<file path="src/rtl/hazard_pkg.sv">
// Shared constants for the pipeline hazard controller: result kinds,
// forward-select encodings, Tuse sentinel and mult/div latencies.
package hazard_pkg;

  // Result kind of the instruction occupying a stage
  localparam logic [1:0] RES_NW  = 2'd0;
  localparam logic [1:0] RES_ALU = 2'd1;
  localparam logic [1:0] RES_DM  = 2'd2;
  localparam logic [1:0] RES_PC  = 2'd3;

  // D-stage compare/branch operand select
  localparam logic [2:0] FD_RF     = 3'd0;
  localparam logic [2:0] FD_RFDATA = 3'd1;
  localparam logic [2:0] FD_AOM    = 3'd2;
  localparam logic [2:0] FD_PC8M   = 3'd3;
  localparam logic [2:0] FD_PC8E   = 3'd4;

  // E-stage ALU operand select
  localparam logic [1:0] FE_V      = 2'd0;
  localparam logic [1:0] FE_RFDATA = 2'd1;
  localparam logic [1:0] FE_AOM    = 2'd2;
  localparam logic [1:0] FE_PC8M   = 2'd3;

  // M-stage store-data select
  localparam logic FM_V2M    = 1'b0;
  localparam logic FM_RFDATA = 1'b1;

  // Tuse value meaning "operand not read"
  localparam logic [1:0] TUSE_NONE = 2'd3;

  localparam int MULT_CYCLES_DEF = 5;
  localparam int DIV_CYCLES_DEF  = 10;

  typedef enum logic {MD_IDLE, MD_BUSY} md_state_e;

  // Cycles until a result in E becomes forwardable
  function automatic logic [1:0] tnew_e(input logic [1:0] res);
    case (res)
      RES_ALU: return 2'd1;
      RES_DM:  return 2'd2;
      default: return 2'd0;
    endcase
  endfunction

  // Cycles until a result in M becomes forwardable
  function automatic logic [1:0] tnew_m(input logic [1:0] res);
    return (res == RES_DM) ? 2'd1 : 2'd0;
  endfunction

endpackage

</file>
<file path="src/rtl/hazard_ctrl_if.sv">
// Datapath <-> hazard controller signal bundle. The datapath side is the
// master (drives stage info, consumes selects); the controller is the slave.
interface hazard_ctrl_if;
  logic [4:0]  rs_d, rt_d;
  logic [1:0]  tuse_rs_d, tuse_rt_d;
  logic [4:0]  rs_e, rt_e, rt_m;
  logic [4:0]  rfa3_e, rfa3_m, rfa3_w;
  logic [1:0]  res_e, res_m, res_w;
  logic        md_use_d, md_start_e, md_is_div_e;
  logic        stall;
  logic [2:0]  fcmp1_d, fcmp2_d;
  logic [1:0]  falua_e, falub_e;
  logic        fdm_m;
  logic        md_busy;
  logic [31:0] stall_cnt;

  modport master (
    output rs_d, rt_d, tuse_rs_d, tuse_rt_d, rs_e, rt_e, rt_m,
           rfa3_e, rfa3_m, rfa3_w, res_e, res_m, res_w,
           md_use_d, md_start_e, md_is_div_e,
    input  stall, fcmp1_d, fcmp2_d, falua_e, falub_e, fdm_m, md_busy, stall_cnt
  );

  modport slave (
    input  rs_d, rt_d, tuse_rs_d, tuse_rt_d, rs_e, rt_e, rt_m,
           rfa3_e, rfa3_m, rfa3_w, res_e, res_m, res_w,
           md_use_d, md_start_e, md_is_div_e,
    output stall, fcmp1_d, fcmp2_d, falua_e, falub_e, fdm_m, md_busy, stall_cnt
  );
endinterface

</file>
<file path="src/rtl/md_busy_timer.sv">
// Mult/div occupancy timer. Busy is asserted combinationally in the issue
// cycle and held for exactly MULT_CYCLES/DIV_CYCLES cycles in total.
module md_busy_timer
  import hazard_pkg::*;
#(
  parameter int MULT_CYCLES = MULT_CYCLES_DEF,
  parameter int DIV_CYCLES  = DIV_CYCLES_DEF
) (
  input  logic clk,
  input  logic rst,
  input  logic md_start_i,
  input  logic md_is_div_i,
  output logic md_busy_o
);
  localparam int CW = $clog2(DIV_CYCLES + 1);

  md_state_e     state_q, state_d;
  logic [CW-1:0] md_cnt_q, md_cnt_d, load_val;

  assign load_val = md_is_div_i ? CW'(DIV_CYCLES - 1) : CW'(MULT_CYCLES - 1);

  // State and counter registers
  always_ff @(posedge clk or posedge rst) begin
    if (rst) begin
      state_q  <= MD_IDLE;
      md_cnt_q <= '0;
    end else begin
      state_q  <= state_d;
      md_cnt_q <= md_cnt_d;
    end
  end

  // Next state: the issue cycle is the first busy cycle, so BUSY lasts for
  // the loaded count and drops on the edge where the counter reaches zero.
  always_comb begin
    state_d  = state_q;
    md_cnt_d = md_cnt_q;
    if (md_start_i) begin
      state_d  = (load_val == '0) ? MD_IDLE : MD_BUSY;
      md_cnt_d = load_val;
    end else if (state_q == MD_BUSY) begin
      if (md_cnt_q <= CW'(1)) begin
        state_d  = MD_IDLE;
        md_cnt_d = '0;
      end else begin
        md_cnt_d = md_cnt_q - CW'(1);
      end
    end
  end

  // A start seen while reset is held must not leak out as busy
  assign md_busy_o = !rst && (md_start_i || state_q == MD_BUSY);

endmodule

</file>
<file path="src/rtl/hazard_ctrl.sv">
// Five-stage pipeline hazard controller: forwarding selects, data/MD stall
// and a saturating stalled-cycle counter.
module hazard_ctrl
  import hazard_pkg::*;
#(
  parameter int MULT_CYCLES = MULT_CYCLES_DEF,
  parameter int DIV_CYCLES  = DIV_CYCLES_DEF
) (
  input  logic         clk,
  input  logic         reset,
  hazard_ctrl_if.slave hz
);

  // Nearest matching stage decides; a match that cannot forward yields RF
  // and the stall logic holds D until the value is available.
  function automatic logic [2:0] fwd_d(
    input logic [4:0] r, input logic [4:0] a3e, input logic [1:0] re,
    input logic [4:0] a3m, input logic [1:0] rm,
    input logic [4:0] a3w, input logic [1:0] rw);
    if (r == 5'd0)  return FD_RF;
    if (r == a3e)   return (re == RES_PC) ? FD_PC8E : FD_RF;
    if (r == a3m)   return (rm == RES_ALU) ? FD_AOM : (rm == RES_PC) ? FD_PC8M : FD_RF;
    if (r == a3w)   return (rw != RES_NW) ? FD_RFDATA : FD_RF;
    return FD_RF;
  endfunction

  function automatic logic [1:0] fwd_e(
    input logic [4:0] r, input logic [4:0] a3m, input logic [1:0] rm,
    input logic [4:0] a3w, input logic [1:0] rw);
    if (r == 5'd0)  return FE_V;
    if (r == a3m)   return (rm == RES_ALU) ? FE_AOM : (rm == RES_PC) ? FE_PC8M : FE_V;
    if (r == a3w)   return (rw != RES_NW) ? FE_RFDATA : FE_V;
    return FE_V;
  endfunction

  function automatic logic op_stall(
    input logic [4:0] r, input logic [1:0] tuse,
    input logic [4:0] a3e, input logic [1:0] re,
    input logic [4:0] a3m, input logic [1:0] rm);
    if (tuse == TUSE_NONE || r == 5'd0) return 1'b0;
    return (r == a3e && tnew_e(re) > tuse) || (r == a3m && tnew_m(rm) > tuse);
  endfunction

  logic        data_stall, md_busy, stall;
  logic [31:0] stall_cnt_q;

  md_busy_timer #(.MULT_CYCLES(MULT_CYCLES), .DIV_CYCLES(DIV_CYCLES)) u_md (
    .clk         (clk),
    .rst         (reset),
    .md_start_i  (hz.md_start_e),
    .md_is_div_i (hz.md_is_div_e),
    .md_busy_o   (md_busy)
  );

  // Forward selects and stall, all zero-latency
  always_comb begin
    hz.fcmp1_d = fwd_d(hz.rs_d, hz.rfa3_e, hz.res_e, hz.rfa3_m, hz.res_m, hz.rfa3_w, hz.res_w);
    hz.fcmp2_d = fwd_d(hz.rt_d, hz.rfa3_e, hz.res_e, hz.rfa3_m, hz.res_m, hz.rfa3_w, hz.res_w);
    hz.falua_e = fwd_e(hz.rs_e, hz.rfa3_m, hz.res_m, hz.rfa3_w, hz.res_w);
    hz.falub_e = fwd_e(hz.rt_e, hz.rfa3_m, hz.res_m, hz.rfa3_w, hz.res_w);
    hz.fdm_m   = (hz.rt_m != 5'd0 && hz.rt_m == hz.rfa3_w && hz.res_w != RES_NW)
                 ? FM_RFDATA : FM_V2M;
    data_stall = op_stall(hz.rs_d, hz.tuse_rs_d, hz.rfa3_e, hz.res_e, hz.rfa3_m, hz.res_m)
               | op_stall(hz.rt_d, hz.tuse_rt_d, hz.rfa3_e, hz.res_e, hz.rfa3_m, hz.res_m);
    stall      = data_stall | (hz.md_use_d & md_busy);
  end

  // Saturating count of stalled cycles
  always_ff @(posedge clk or posedge reset) begin
    if (reset)                            stall_cnt_q <= '0;
    else if (stall && stall_cnt_q != '1)  stall_cnt_q <= stall_cnt_q + 32'd1;
  end

  assign hz.stall     = stall;
  assign hz.md_busy   = md_busy;
  assign hz.stall_cnt = stall_cnt_q;

endmodule

</file>
<file path="src/flat_wrapper.sv">
// flat-port wrapper written by rule: the top's interface ports become plain ports
module hazard_ctrl_flat import hazard_pkg::*;
#(
  parameter int MULT_CYCLES = MULT_CYCLES_DEF,
  parameter int DIV_CYCLES  = DIV_CYCLES_DEF
)
  (clk, reset, hz_rs_d, hz_rt_d, hz_tuse_rs_d, hz_tuse_rt_d, hz_rs_e, hz_rt_e, hz_rt_m, hz_rfa3_e, hz_rfa3_m, hz_rfa3_w, hz_res_e, hz_res_m, hz_res_w, hz_md_use_d, hz_md_start_e, hz_md_is_div_e, hz_stall, hz_fcmp1_d, hz_fcmp2_d, hz_falua_e, hz_falub_e, hz_fdm_m, hz_md_busy, hz_stall_cnt);
  hazard_ctrl_if hz_i ();
  input  logic clk;
  input  logic reset;
  input wire logic [$bits(hz_i.rs_d)-1:0] hz_rs_d;
  input wire logic [$bits(hz_i.rt_d)-1:0] hz_rt_d;
  input wire logic [$bits(hz_i.tuse_rs_d)-1:0] hz_tuse_rs_d;
  input wire logic [$bits(hz_i.tuse_rt_d)-1:0] hz_tuse_rt_d;
  input wire logic [$bits(hz_i.rs_e)-1:0] hz_rs_e;
  input wire logic [$bits(hz_i.rt_e)-1:0] hz_rt_e;
  input wire logic [$bits(hz_i.rt_m)-1:0] hz_rt_m;
  input wire logic [$bits(hz_i.rfa3_e)-1:0] hz_rfa3_e;
  input wire logic [$bits(hz_i.rfa3_m)-1:0] hz_rfa3_m;
  input wire logic [$bits(hz_i.rfa3_w)-1:0] hz_rfa3_w;
  input wire logic [$bits(hz_i.res_e)-1:0] hz_res_e;
  input wire logic [$bits(hz_i.res_m)-1:0] hz_res_m;
  input wire logic [$bits(hz_i.res_w)-1:0] hz_res_w;
  input wire logic [$bits(hz_i.md_use_d)-1:0] hz_md_use_d;
  input wire logic [$bits(hz_i.md_start_e)-1:0] hz_md_start_e;
  input wire logic [$bits(hz_i.md_is_div_e)-1:0] hz_md_is_div_e;
  output wire logic [$bits(hz_i.stall)-1:0] hz_stall;
  output wire logic [$bits(hz_i.fcmp1_d)-1:0] hz_fcmp1_d;
  output wire logic [$bits(hz_i.fcmp2_d)-1:0] hz_fcmp2_d;
  output wire logic [$bits(hz_i.falua_e)-1:0] hz_falua_e;
  output wire logic [$bits(hz_i.falub_e)-1:0] hz_falub_e;
  output wire logic [$bits(hz_i.fdm_m)-1:0] hz_fdm_m;
  output wire logic [$bits(hz_i.md_busy)-1:0] hz_md_busy;
  output wire logic [$bits(hz_i.stall_cnt)-1:0] hz_stall_cnt;
  assign hz_i.rs_d = hz_rs_d;
  assign hz_i.rt_d = hz_rt_d;
  assign hz_i.tuse_rs_d = hz_tuse_rs_d;
  assign hz_i.tuse_rt_d = hz_tuse_rt_d;
  assign hz_i.rs_e = hz_rs_e;
  assign hz_i.rt_e = hz_rt_e;
  assign hz_i.rt_m = hz_rt_m;
  assign hz_i.rfa3_e = hz_rfa3_e;
  assign hz_i.rfa3_m = hz_rfa3_m;
  assign hz_i.rfa3_w = hz_rfa3_w;
  assign hz_i.res_e = hz_res_e;
  assign hz_i.res_m = hz_res_m;
  assign hz_i.res_w = hz_res_w;
  assign hz_i.md_use_d = hz_md_use_d;
  assign hz_i.md_start_e = hz_md_start_e;
  assign hz_i.md_is_div_e = hz_md_is_div_e;
  assign hz_stall = hz_i.stall;
  assign hz_fcmp1_d = hz_i.fcmp1_d;
  assign hz_fcmp2_d = hz_i.fcmp2_d;
  assign hz_falua_e = hz_i.falua_e;
  assign hz_falub_e = hz_i.falub_e;
  assign hz_fdm_m = hz_i.fdm_m;
  assign hz_md_busy = hz_i.md_busy;
  assign hz_stall_cnt = hz_i.stall_cnt;
  hazard_ctrl #(.MULT_CYCLES(MULT_CYCLES), .DIV_CYCLES(DIV_CYCLES)) u_core (.clk(clk), .reset(reset), .hz(hz_i));
endmodule
</file>
<file path="config.mk">
export PLATFORM = sky130hd
export DESIGN_NAME = hazard_ctrl_flat
export DESIGN_NICKNAME = d
export VERILOG_FILES = /design/src/rtl/hazard_pkg.sv /design/src/rtl/hazard_ctrl_if.sv /design/src/rtl/md_busy_timer.sv /design/src/rtl/hazard_ctrl.sv /design/src/flat_wrapper.sv
export SDC_FILE = /design/constraint.sdc
export NUM_CORES = 1
export LEC_CHECK = 0
export BUFFER_PORTS_ARGS = -buffer_cell sky130_fd_sc_hd__buf_4
export CAP_MARGIN = 10
export CORE_MARGIN = 5
export CORE_UTILIZATION = 51
export CTS_BUF_LIST = sky130_fd_sc_hd__clkbuf_16
export DETAILED_ROUTE_END_ITERATION = 6
export HOLD_SLACK_MARGIN = 0.15
export PLACE_DENSITY = 0.81
export SLEW_MARGIN = 10
export SYNTH_ARGS = -nofsm -noshare
export SYNTH_HDL_FRONTEND = slang
export SYNTH_SLANG_ARGS = --single-unit
</file>
<file path="constraint.sdc">
create_clock -name clk -period 2.6 [get_ports clk]
set_input_delay 0.39 -clock clk [delete_from_list [all_inputs] [get_ports clk]]
set_output_delay 0.39 -clock clk [all_outputs]
set_load 0.02 [all_outputs]
</file>
==> reports/summary.txt <==
pwr dens = 564 nW/um^2
final worst path period need = 2.51 ns
Layout Nets = 495
final core utilization = 71.4%
number of iterations in the first detailed-routing pass = 4
port bufs = 99
row count = 27
vias in the first global route = 2978
TNS Setup = 0 ns
Clock Path Buffers = 2
Num CTS Buffers = 5
gr ovfl total = 0
hold buffers post-CTS = 0
RD Place Congestion = 0.857
LEAKAGE = 1.85 nW
antenna-violating nets left = 0
multi-input logic area = 1930 sq um
ratio of cells with drive above 1 in the final layout = 32.5%
Seq/Total Area, Yosys = 31.1%
detailed-route via count = 2856
Post-synth ARST share = 100%
Pwr Total = 2.26 mW
placed cells = 495
WL final = 8.23 mm
Post-Place Setup Slack = 0.0218 ns
Starting Density = 53.1%
worst vdd ir = 0.397 mV
root buffer cell = clkbuf_16
DP Wirelength = 6.40 mm
num ports = 100
CTS tree = built
RSZ-0062 raised after global routing = false
count of final setup violators = 0
vias per cell = 5.64
initial drt markers = 116
Core Box Area = 5610 sq um
Avg Cell Area, Syn = 9.14 sq um
Die Area = 7470 sq um
WP data arrival = 2.12 ns
post-route insts no fill = 506
Worst-path clk slew = 0.05 ns
Synth warnings = 0
htree depth = 2
area of the mapped netlist = 2980 sq um
Synth Flop Type = dfrtp_1
Yosys cell types = 38
Worst setup EP type = output pin
CP Data Required Time = 2.21 ns
startpoint class of the critical path = input port
CP Max Fanout = 5
DRC viols = 0
Final Max Slew Viols = 0
HP Class = in2async
Gate Count Post-Synth = 326
EDFF count, synth = 0
Setup WS post-layout = 0.0911 ns
Area Overhead vs Synth = 34.5%
setup slack, reg-to-reg = 0.19 ns
Slew Limit Headroom = 66.3%
Slew @ Worst Pin = 0.502 ns
status = finished clean
Tcrit/Tclk final = 96.5%
first-pass GRT wire length = 13.6 mm
flops & latches, synth = 37
Max Cap Viol = 0
average wire per standard cell = 16.3 microns
Global Route Usage Sum = 22.4%
FILL cells = 430
register area = 926 sq um
Syn Nets = 388
initial antenna violation count = 0
kind of critical path = in2out
die span in x = 86.4 microns
Clock Sinks = 37
Ant. Diodes = 0
final hold viol count = 0
pin count of the biggest net entering global routing = 38
f_max = 399 MHz
Die Y-Extent = 86.4 microns
clock skew = 0.00204 ns
worst skew pair latency = 0.28 ns
## cell usage after synthesis (2+ instances only)
library cell | count | share of area [%]
xor2_1 | 41 | 12
and3_1 | 3 | 0.63
nor3_1 | 29 | 4.9
nand3_1 | 19 | 3.2
inv_1 | 8 | 1.0
and2_1 | 5 | 1.0
xnor2_1 | 44 | 13
nand4_1 | 12 | 2.5
ha_1 | 7 | 2.9
or3_1 | 2 | 0.42
nor4_2 | 8 | 3.4
nor4_1 | 15 | 3.1
mux2i_1 | 4 | 1.3
clkbuf_1 | 7 | 0.88
nand2_1 | 22 | 2.8
nor2_1 | 14 | 1.8
a211oi_1 | 2 | 0.50
buf_6 | 5 | 1.9
nor4_4 | 3 | 2.1
a21oi_1 | 10 | 1.7
or4_4 | 3 | 1.1
dfrtp_1 | 37 | 31
nor2_2 | 2 | 0.42
o21ai_0 | 3 | 0.50
nor3b_1 | 3 | 0.76
nand2b_1 | 3 | 0.63
o31ai_1 | 4 | 1.0
## path summary, 6_finish.rpt
path / from / to / cells after the start
hold / removal: reset / u_core.u_md.md_cnt_q[2] / 3
max in group asynchronous: reset / u_core.hz.stall_cnt[23] / 3
setup reg to reg: u_core.hz.stall_cnt[4] / u_core.hz.stall_cnt[11] / 7
min in group clk: hz_md_start_e / u_core.u_md.md_cnt_q[1] / 2
setup / recovery: hz_rt_d[1] / hz_stall / 9
hold reg to reg: u_core.hz.stall_cnt[16] / u_core.hz.stall_cnt[16] / 1
## area by class of cell
| class | instances | area share [%] |
|---|---|---|
| clock inverters | 3 | 0.937 |
| repair buffers | 114 | 21.7 |
| clock buffers | 5 | 3.12 |
| well taps | 72 | 2.25 |
| multi-input cells | 267 | 48.2 |
| flip-flops and latches | 37 | 23.1 |
| inverters | 8 | 0.750 |
## report_power, final
part	switching [mW]	total [mW]	internal (mW)
sequential	0.140	0.810	0.671
clock	0.221	0.666	0.445
combinational	0.425	0.785	0.360
total	0.785	2.26	1.48
## critical path: stages
cell     delay (ns)
buf_4          0.13
or4_4          0.54
o21ai_1        0.14
o31ai_1        0.09
buf_4          0.15
nor4_4         0.33
buf_12         0.16
inv_1          0.04
buf_4          0.15
## stage by stage
| step | cell area (sq um) | hold WS (ns) |
|---|---|---|
| global placement | 3820 | 0.476 |
| floorplan | 2980 | 0.456 |
| detailed placement | 3820 | 0.482 |
| global route | 4010 | 0.293 |
| finish | 4010 | 0.228 |
| CTS | 3980 | 0.247 |
## cells by family after synthesis
family,synth area share (%)
adders and majority gates,2.94
xor gates and xnor gates,25.0
DFF,31.1
and+or+nand+nor,30.7
muxes,1.85
buffers and inverters,4.16
AOI/OAI and AO/OA,4.28
## state kept, by name, indices dropped and copies added, names as in the netlist
signal and cells:
u_core.u_md.state_q 1, u_core.hz.stall_cnt 32, u_core.u_md.md_cnt_q 4
## cells in the final DEF (no fill, tap or decap), drive strengths merged, types with 5 or more instances in the layout
| master | netlist | layout |
|---|---|---|
| ha | 7 | 7 |
| a21oi | 10 | 10 |
| dfrtp | 37 | 37 |
| nor4 | 26 | 26 |
| nand2 | 22 | 22 |
| buf | 7 | 114 |
| nand3 | 19 | 19 |
| nor2 | 17 | 17 |
| xnor2 | 44 | 44 |
| nand4 | 12 | 12 |
| and2 | 6 | 6 |
| nor3 | 29 | 29 |
| inv | 8 | 9 |
| xor2 | 41 | 41 |
| clkbuf | 7 | 5 |
## repair_timing
action | in CTS | in global routing
buffers inserted | 0 | 3
endpoints found under the setup margin | 0 | 1
resized for setup | 0 | 1
hold endpoints to repair | 0 | 0
## metal layers
layer	routed length, microns	vias to the layer above	GRT usage, %
met4	159	0	8.22
li1	-	1368	-
met1	3250	1379	25.8
met5	0	-	0
met3	500	15	4.18
met2	4320	94	40.8
(Power assumes the default switching activity.)
